<file path="src/rtl/fir_output_formatter_if.sv">
// fir_output_formatter_if: FIR result input and formatted valid/ready output stream
interface fir_output_formatter_if #(
  parameter int IN_WIDTH  = 38,
  parameter int OUT_WIDTH = 16
);
  logic signed [IN_WIDTH-1:0] fir_output;
  logic                       output_valid;
  logic [OUT_WIDTH-1:0]       m_data;
  logic                       m_valid;
  logic                       m_ready;
  modport master (input fir_output, output_valid, m_ready, output m_data, m_valid);
  modport slave  (output fir_output, output_valid, m_ready, input m_data, m_valid);
endinterface

</file>
<file path="src/rtl/fir_output_formatter.sv">
// fir_output_formatter: rounds, scales and saturates FIR results into a FIFO-backed valid/ready stream
module fir_output_formatter #(
  parameter int WIDTH     = 16,
  parameter int IN_WIDTH  = 2*WIDTH+6,
  parameter int OUT_WIDTH = 16,
  parameter int SHIFT     = 15,
  parameter int DEPTH     = 8,
  parameter int CNT_WIDTH = 16
)(
  input  logic                   clk,
  input  logic                   rst,
  fir_output_formatter_if.master io,
  output logic [$clog2(DEPTH):0] fifo_level,
  output logic                   sat_flag,
  output logic                   overflow,
  output logic [CNT_WIDTH-1:0]   sat_count,
  output logic [CNT_WIDTH-1:0]   drop_count,
  input  logic                   clear_stats
);
  localparam int AW = $clog2(DEPTH);
  localparam logic signed [IN_WIDTH:0] ROUND = {{IN_WIDTH{1'b0}}, 1'b1} << (SHIFT-1);
  localparam logic signed [IN_WIDTH:0] MAX_V = {{(IN_WIDTH-OUT_WIDTH+2){1'b0}}, {(OUT_WIDTH-1){1'b1}}};
  localparam logic signed [IN_WIDTH:0] MIN_V = {{(IN_WIDTH-OUT_WIDTH+2){1'b1}}, {(OUT_WIDTH-1){1'b0}}};
  logic                       prev_valid, s1_valid, s2_valid, capture;
  logic signed [IN_WIDTH-1:0] s1_data;
  logic signed [IN_WIDTH:0]   s2_data, rounded;
  logic [OUT_WIDTH-1:0]       mem [DEPTH];
  logic [AW:0]                wr_ptr, rd_ptr;
  logic                       sat_hi, sat_lo, sat, full, pop, push, drop;
  logic [OUT_WIDTH-1:0]       clamped;
  always_comb begin
    capture    = io.output_valid && !prev_valid;
    rounded    = ($signed({s1_data[IN_WIDTH-1], s1_data}) + ROUND) >>> SHIFT;
    sat_hi     = s2_data > MAX_V;
    sat_lo     = s2_data < MIN_V;
    sat        = s2_valid && (sat_hi || sat_lo);
    clamped    = sat_hi ? MAX_V[OUT_WIDTH-1:0] : sat_lo ? MIN_V[OUT_WIDTH-1:0] : s2_data[OUT_WIDTH-1:0];
    fifo_level = wr_ptr - rd_ptr;
    full       = fifo_level == (AW+1)'(DEPTH);
    io.m_valid = fifo_level != '0;
    io.m_data  = io.m_valid ? mem[rd_ptr[AW-1:0]] : '0;
    pop        = io.m_valid && io.m_ready;
    push       = s2_valid && (!full || pop);
    drop       = s2_valid && full && !pop;
  end
  always_ff @(posedge clk) begin
    if (capture) s1_data <= io.fir_output;
    s2_data <= rounded;
    if (push) mem[wr_ptr[AW-1:0]] <= clamped;
  end
  // an event coinciding with clear_stats survives the clear
  always_ff @(posedge clk) begin
    if (rst) begin
      prev_valid <= 1'b0;
      s1_valid   <= 1'b0;
      s2_valid   <= 1'b0;
      wr_ptr     <= '0;
      rd_ptr     <= '0;
      sat_flag   <= 1'b0;
      overflow   <= 1'b0;
      sat_count  <= '0;
      drop_count <= '0;
    end else begin
      prev_valid <= io.output_valid;
      s1_valid   <= capture;
      s2_valid   <= s1_valid;
      wr_ptr     <= push ? wr_ptr + 1'b1 : wr_ptr;
      rd_ptr     <= pop ? rd_ptr + 1'b1 : rd_ptr;
      sat_flag   <= (sat_flag && !clear_stats) || sat;
      overflow   <= (overflow && !clear_stats) || drop;
      sat_count  <= clear_stats ? CNT_WIDTH'(sat) : (sat && ~&sat_count) ? sat_count + 1'b1 : sat_count;
      drop_count <= clear_stats ? CNT_WIDTH'(drop) : (drop && ~&drop_count) ? drop_count + 1'b1 : drop_count;
    end
  end
endmodule

</file>
<file path="src/flat_wrapper.sv">
// flat-port wrapper written by rule: the top's interface ports become plain ports
module fir_output_formatter_flat 
#(
  parameter int WIDTH     = 16,
  parameter int IN_WIDTH  = 2*WIDTH+6,
  parameter int OUT_WIDTH = 16,
  parameter int SHIFT     = 15,
  parameter int DEPTH     = 8,
  parameter int CNT_WIDTH = 16
)
  (clk, rst, fifo_level, sat_flag, overflow, sat_count, drop_count, clear_stats, io_fir_output, io_output_valid, io_m_ready, io_m_data, io_m_valid);
  fir_output_formatter_if #(.IN_WIDTH(IN_WIDTH), .OUT_WIDTH(OUT_WIDTH)) io_i ();
  input  logic clk;
  input  logic rst;
  output logic [$clog2(DEPTH):0] fifo_level;
  output logic sat_flag;
  output logic overflow;
  output logic [CNT_WIDTH-1:0] sat_count;
  output logic [CNT_WIDTH-1:0] drop_count;
  input  logic clear_stats;
  input wire logic [$bits(io_i.fir_output)-1:0] io_fir_output;
  input wire logic [$bits(io_i.output_valid)-1:0] io_output_valid;
  input wire logic [$bits(io_i.m_ready)-1:0] io_m_ready;
  output wire logic [$bits(io_i.m_data)-1:0] io_m_data;
  output wire logic [$bits(io_i.m_valid)-1:0] io_m_valid;
  assign io_i.fir_output = io_fir_output;
  assign io_i.output_valid = io_output_valid;
  assign io_i.m_ready = io_m_ready;
  assign io_m_data = io_i.m_data;
  assign io_m_valid = io_i.m_valid;
  fir_output_formatter #(.WIDTH(WIDTH), .IN_WIDTH(IN_WIDTH), .OUT_WIDTH(OUT_WIDTH), .SHIFT(SHIFT), .DEPTH(DEPTH), .CNT_WIDTH(CNT_WIDTH)) u_core (.clk(clk), .rst(rst), .io(io_i), .fifo_level(fifo_level), .sat_flag(sat_flag), .overflow(overflow), .sat_count(sat_count), .drop_count(drop_count), .clear_stats(clear_stats));
endmodule
</file>
<file path="config.mk">
export PLATFORM = sky130hd
export DESIGN_NAME = fir_output_formatter_flat
export DESIGN_NICKNAME = d
export VERILOG_FILES = /design/src/rtl/fir_output_formatter_if.sv /design/src/rtl/fir_output_formatter.sv /design/src/flat_wrapper.sv
export SDC_FILE = /design/constraint.sdc
export NUM_CORES = 1
export LEC_CHECK = 0
export CAP_MARGIN = 5
export CORE_UTILIZATION = 60
export DETAILED_ROUTE_END_ITERATION = 8
export PLACE_DENSITY_LB_ADDON = 0.15
export SLEW_MARGIN = 5
export SYNTH_ARGS = -nofsm -noshare
export SYNTH_HDL_FRONTEND = slang
export SYNTH_SLANG_ARGS = --single-unit
</file>
<file path="constraint.sdc">
create_clock -name clk -period 5.87 [get_ports clk]
set_input_delay 1.761 -clock clk [delete_from_list [all_inputs] [get_ports clk]]
set_output_delay 1.761 -clock clk [all_outputs]
set_load 0.02 [all_outputs]
</file>
==> run summary <==
Setup repair after global routing left no endpoint under its margin. The count of mapped cells out of synthesis is 656. The worst slack after detailed placement is 1.10 ns. The maximum count of clock buffers along a single path came out at 3. The flow ran to the end, and the final reports show no timing, DRC or antenna violations. The total via count after detailed routing came out at 5,731.

Yosys mapped a number of flops with a built-in enable equal to 152. The tree is rooted in a sky130_fd_sc_hd__clkbuf_16. After synthesis, the cell types taking the most area are sky130_fd_sc_hd__edfxtp_1 50%, sky130_fd_sc_hd__dfxtp_1 16%, sky130_fd_sc_hd__mux4_2 7.9%. At the end of routability-driven placement, the weighted congestion stood at 0.837. The maximum VDD drop is 0.000225 V.

The remaining max-slew budget at the tightest pin is 0.200. The share of flip-flops with an asynchronous set or reset after synthesis came out at 0. The core region is 14,800 sq um. The number of buffers created by CTS came out at 23.

The dominant register cell in the synthesized netlist is sky130_fd_sc_hd__edfxtp_1. The number of max-cap violations came out at 0. TritonCTS built the clock tree. The total setup violations reported at the end of the flow came out at 0. The setup slack on the worst flop-to-flop path is 1.88 ns.

The slew of the pin with the lowest slew margin came out at 1.20 ns. The post-synthesis sequential area ratio came out at 0.655. The per-cell routed wire length came out at 19.4 um. The number of global-route vias before repair is 5,820. The number of warnings reported in the yosys synthesis log is 0. Summed over all failing endpoints, the final setup total negative slack is 0 ns.

Once detail routing completed, the nets flagged for antenna violations numbered 0. The initial cell density of the core is 0.622. The largest individual stage delay along the critical path comes from the cell sky130_fd_sc_hd__clkdlybuf4s50_1.

The number of buffers inserted by port buffering came out at 83. The required time reported for the critical path endpoint is 4.11 ns. The area of the multi-input gates came out at 3040 sq um. The flop and latch count out of synthesis came out at 224.

The worst setup path is launched from a register. The number of nets produced by synthesis is 708. The total congestion overflow is 0. The min-delay analysis places its worst path in the category register to register. The die covers 15,800 sq um. The post-CTS setup-driven buffer insertion count came out at 0. The die height came out at 126 um.

The critical-path maximum fanout is 24. By count the netlist is led by 152 x sky130_fd_sc_hd__edfxtp_1, 72 x sky130_fd_sc_hd__dfxtp_1, 67 x sky130_fd_sc_hd__nor2_1. The share of synthesized area in the top cell type comes to 0.497. The initialized floorplan defines 44 standard-cell rows.

The worst setup skew after layout came out at 0.0120 ns. The half-perimeter wire length after detailed placement is 11.7 mm. The max-slew violation total from the final report came out at 0. Of the cells placed in the final design, the portion with a size suffix greater than 1 is 0.121.

The number of DRC violations after detailed routing came out at 0. The floorplan step set the die width to 126 um. The number of antenna violations at the first check in global routing is 0. The worst setup path is of the register to output pin kind.

The detailed router finished its first iteration with 334 violations. For this run, the share of the core covered by cells in the final layout is 0.738. The clock transition at the registers of the reported paths came out at 0.06 ns. The final layout contains 796 nets. The synthesized design spends more area on one cell type than any other, namely sky130_fd_sc_hd__edfxtp_1. sky130_fd_sc_hd__edfxtp_1 is the most common cell in the netlist.

Data on the critical path arrives at its endpoint at 3.53 ns. The detailed-routing iteration count for the pre-antenna-repair pass is 6. The power density of the placed cells is 361 nW/um^2. The clock sink count is 224. Of the available clock period, the critical path in the final layout requires 0.901.

The number of top-level pins came out at 98. The maximum single-stage delay on the critical path came out at 0.63 ns. The area growth from synthesis to layout is 18.6%. The largest net degree at the start of global routing came out at 33.

The count of hold buffers inserted by post-cts repair came out at 0. STA classifies the critical path endpoint as an output pin. The clock period minus final worst setup slack came out at 5.29 ns. The quantity of gates resized following cts is 0. The leakage power total came out at 3.51 nW. The antenna cell count came out at 0. The final worst slack came out at 0.581 ns. The maximum level of the CTS H-tree came out at 1. The number of fillers in the final layout is 944. The area of the mapped netlist is 9180 sq um. The detail-routed via count per cell is 6.07.

The final-report hold violation count is 0. The sequential cells in the finished layout cover a total of 6010 sq um. The count of different cell masters after synthesis came out at 56. The first-pass GRT wire length came out at 29.7 mm. The total global routing track utilization came out at 0.239.

The highest attainable clock frequency came out at 189 MHz. The clock latency on the worst-skew pair came out at 0.50 ns. Wires add up to 18.3 mm. The critical path goes through inv_1 -> ha_1 -> fa_1 -> xnor2_1 -> a211oi_2 -> buf_4 -> nor2_1 -> clkdlybuf4s50_1. The synthesized area per cell came out at 14.0 sq um.
final cells by class:
type,instances,area share
Sequential cell,224,0.552
Multi-Input combinational cell,391,0.280
Timing Repair Buffer,91,0.0818
Clock buffer,31,0.0556
Tap cell,184,0.0212
Clock inverter,10,0.00517
Inverter,13,0.00448
per-layer routing:
metal  track usage  share of wire
met5             0              0
met4        0.0595          0.016
met3        0.0535          0.065
met2         0.416           0.50
met1         0.307           0.42
through the flow:
stage	cell area (sq um)	instances	hold slack [ns]	power [mW]
floorplan	9180	656	0.414	2.34
global placement	10200	903	0.419	2.65
detailed placement	10200	903	0.440	2.67
CTS	10900	944	0.454	3.96
global route	10900	944	0.475	4.08
finish	10900	944	0.452	3.93
sequential cells by signal, summed over array words and instances, names as in the netlist, 4 cells and up, named ones only:
name,count
u_core.drop_count,16
u_core.rd_ptr,4
u_core.s1_data,24
u_core.mem,128
u_core.s2_data,24
u_core.sat_count,16
u_core.wr_ptr,4
layout by cell type, fill, tap and decap left out, types with 14 or more instances in the layout:
master,netlist,layout
sky130_fd_sc_hd__or3_1,15,15
sky130_fd_sc_hd__nor2_1,67,67
sky130_fd_sc_hd__dfxtp_1,72,70
sky130_fd_sc_hd__mux4_2,32,32
sky130_fd_sc_hd__nand4_1,14,14
sky130_fd_sc_hd__nand2_1,32,32
sky130_fd_sc_hd__clkdlybuf4s50_1,0,83
sky130_fd_sc_hd__edfxtp_1,152,152
sky130_fd_sc_hd__mux2i_1,19,19
sky130_fd_sc_hd__a21oi_1,28,28
sky130_fd_sc_hd__xnor2_1,16,16
sky130_fd_sc_hd__nand3_1,30,30
sky130_fd_sc_hd__clkbuf_16,0,23
kinds of logic after synthesis:
logic type | Yosys count | synth area share
DFF | 224 | 0.655
AOI/OAI and AO/OA | 75 | 0.0535
buffers and inverters | 41 | 0.0203
and+or+nand+nor | 226 | 0.130
xor gates and xnor gates | 26 | 0.0248
muxes | 55 | 0.104
adders and majority gates | 9 | 0.0131
final timing paths:
check,from,endpoint,cells past startpoint
min,u_core.s1_valid,u_core.s2_valid,1
max,u_core.wr_ptr[0],io_m_data[11],8
min reg2reg,u_core.s1_valid,u_core.s2_valid,1
max reg2reg,u_core.wr_ptr[0],u_core.mem[5][6],8
critical path, delay by kind of cell (launching register included):
| kind | cells | cell delay, ns |
|---|---|---|
| AOI/OAI and AO/OA | 1 | 0.09 |
| xor gates and xnor gates | 1 | 0.47 |
| adders and majority gates | 2 | 0.64 |
| buffers and inverters | 3 | 1.12 |
| DFF | 1 | 0.55 |
| and+or+nand+nor | 1 | 0.15 |
report_power, final:
group | total, mW | internal, mW | switching, mW
registers | 1.80 | 1.73 | 0.0722
logic | 0.830 | 0.407 | 0.424
clock network | 1.30 | 0.725 | 0.572
Power figures use the tool's default switching activity.
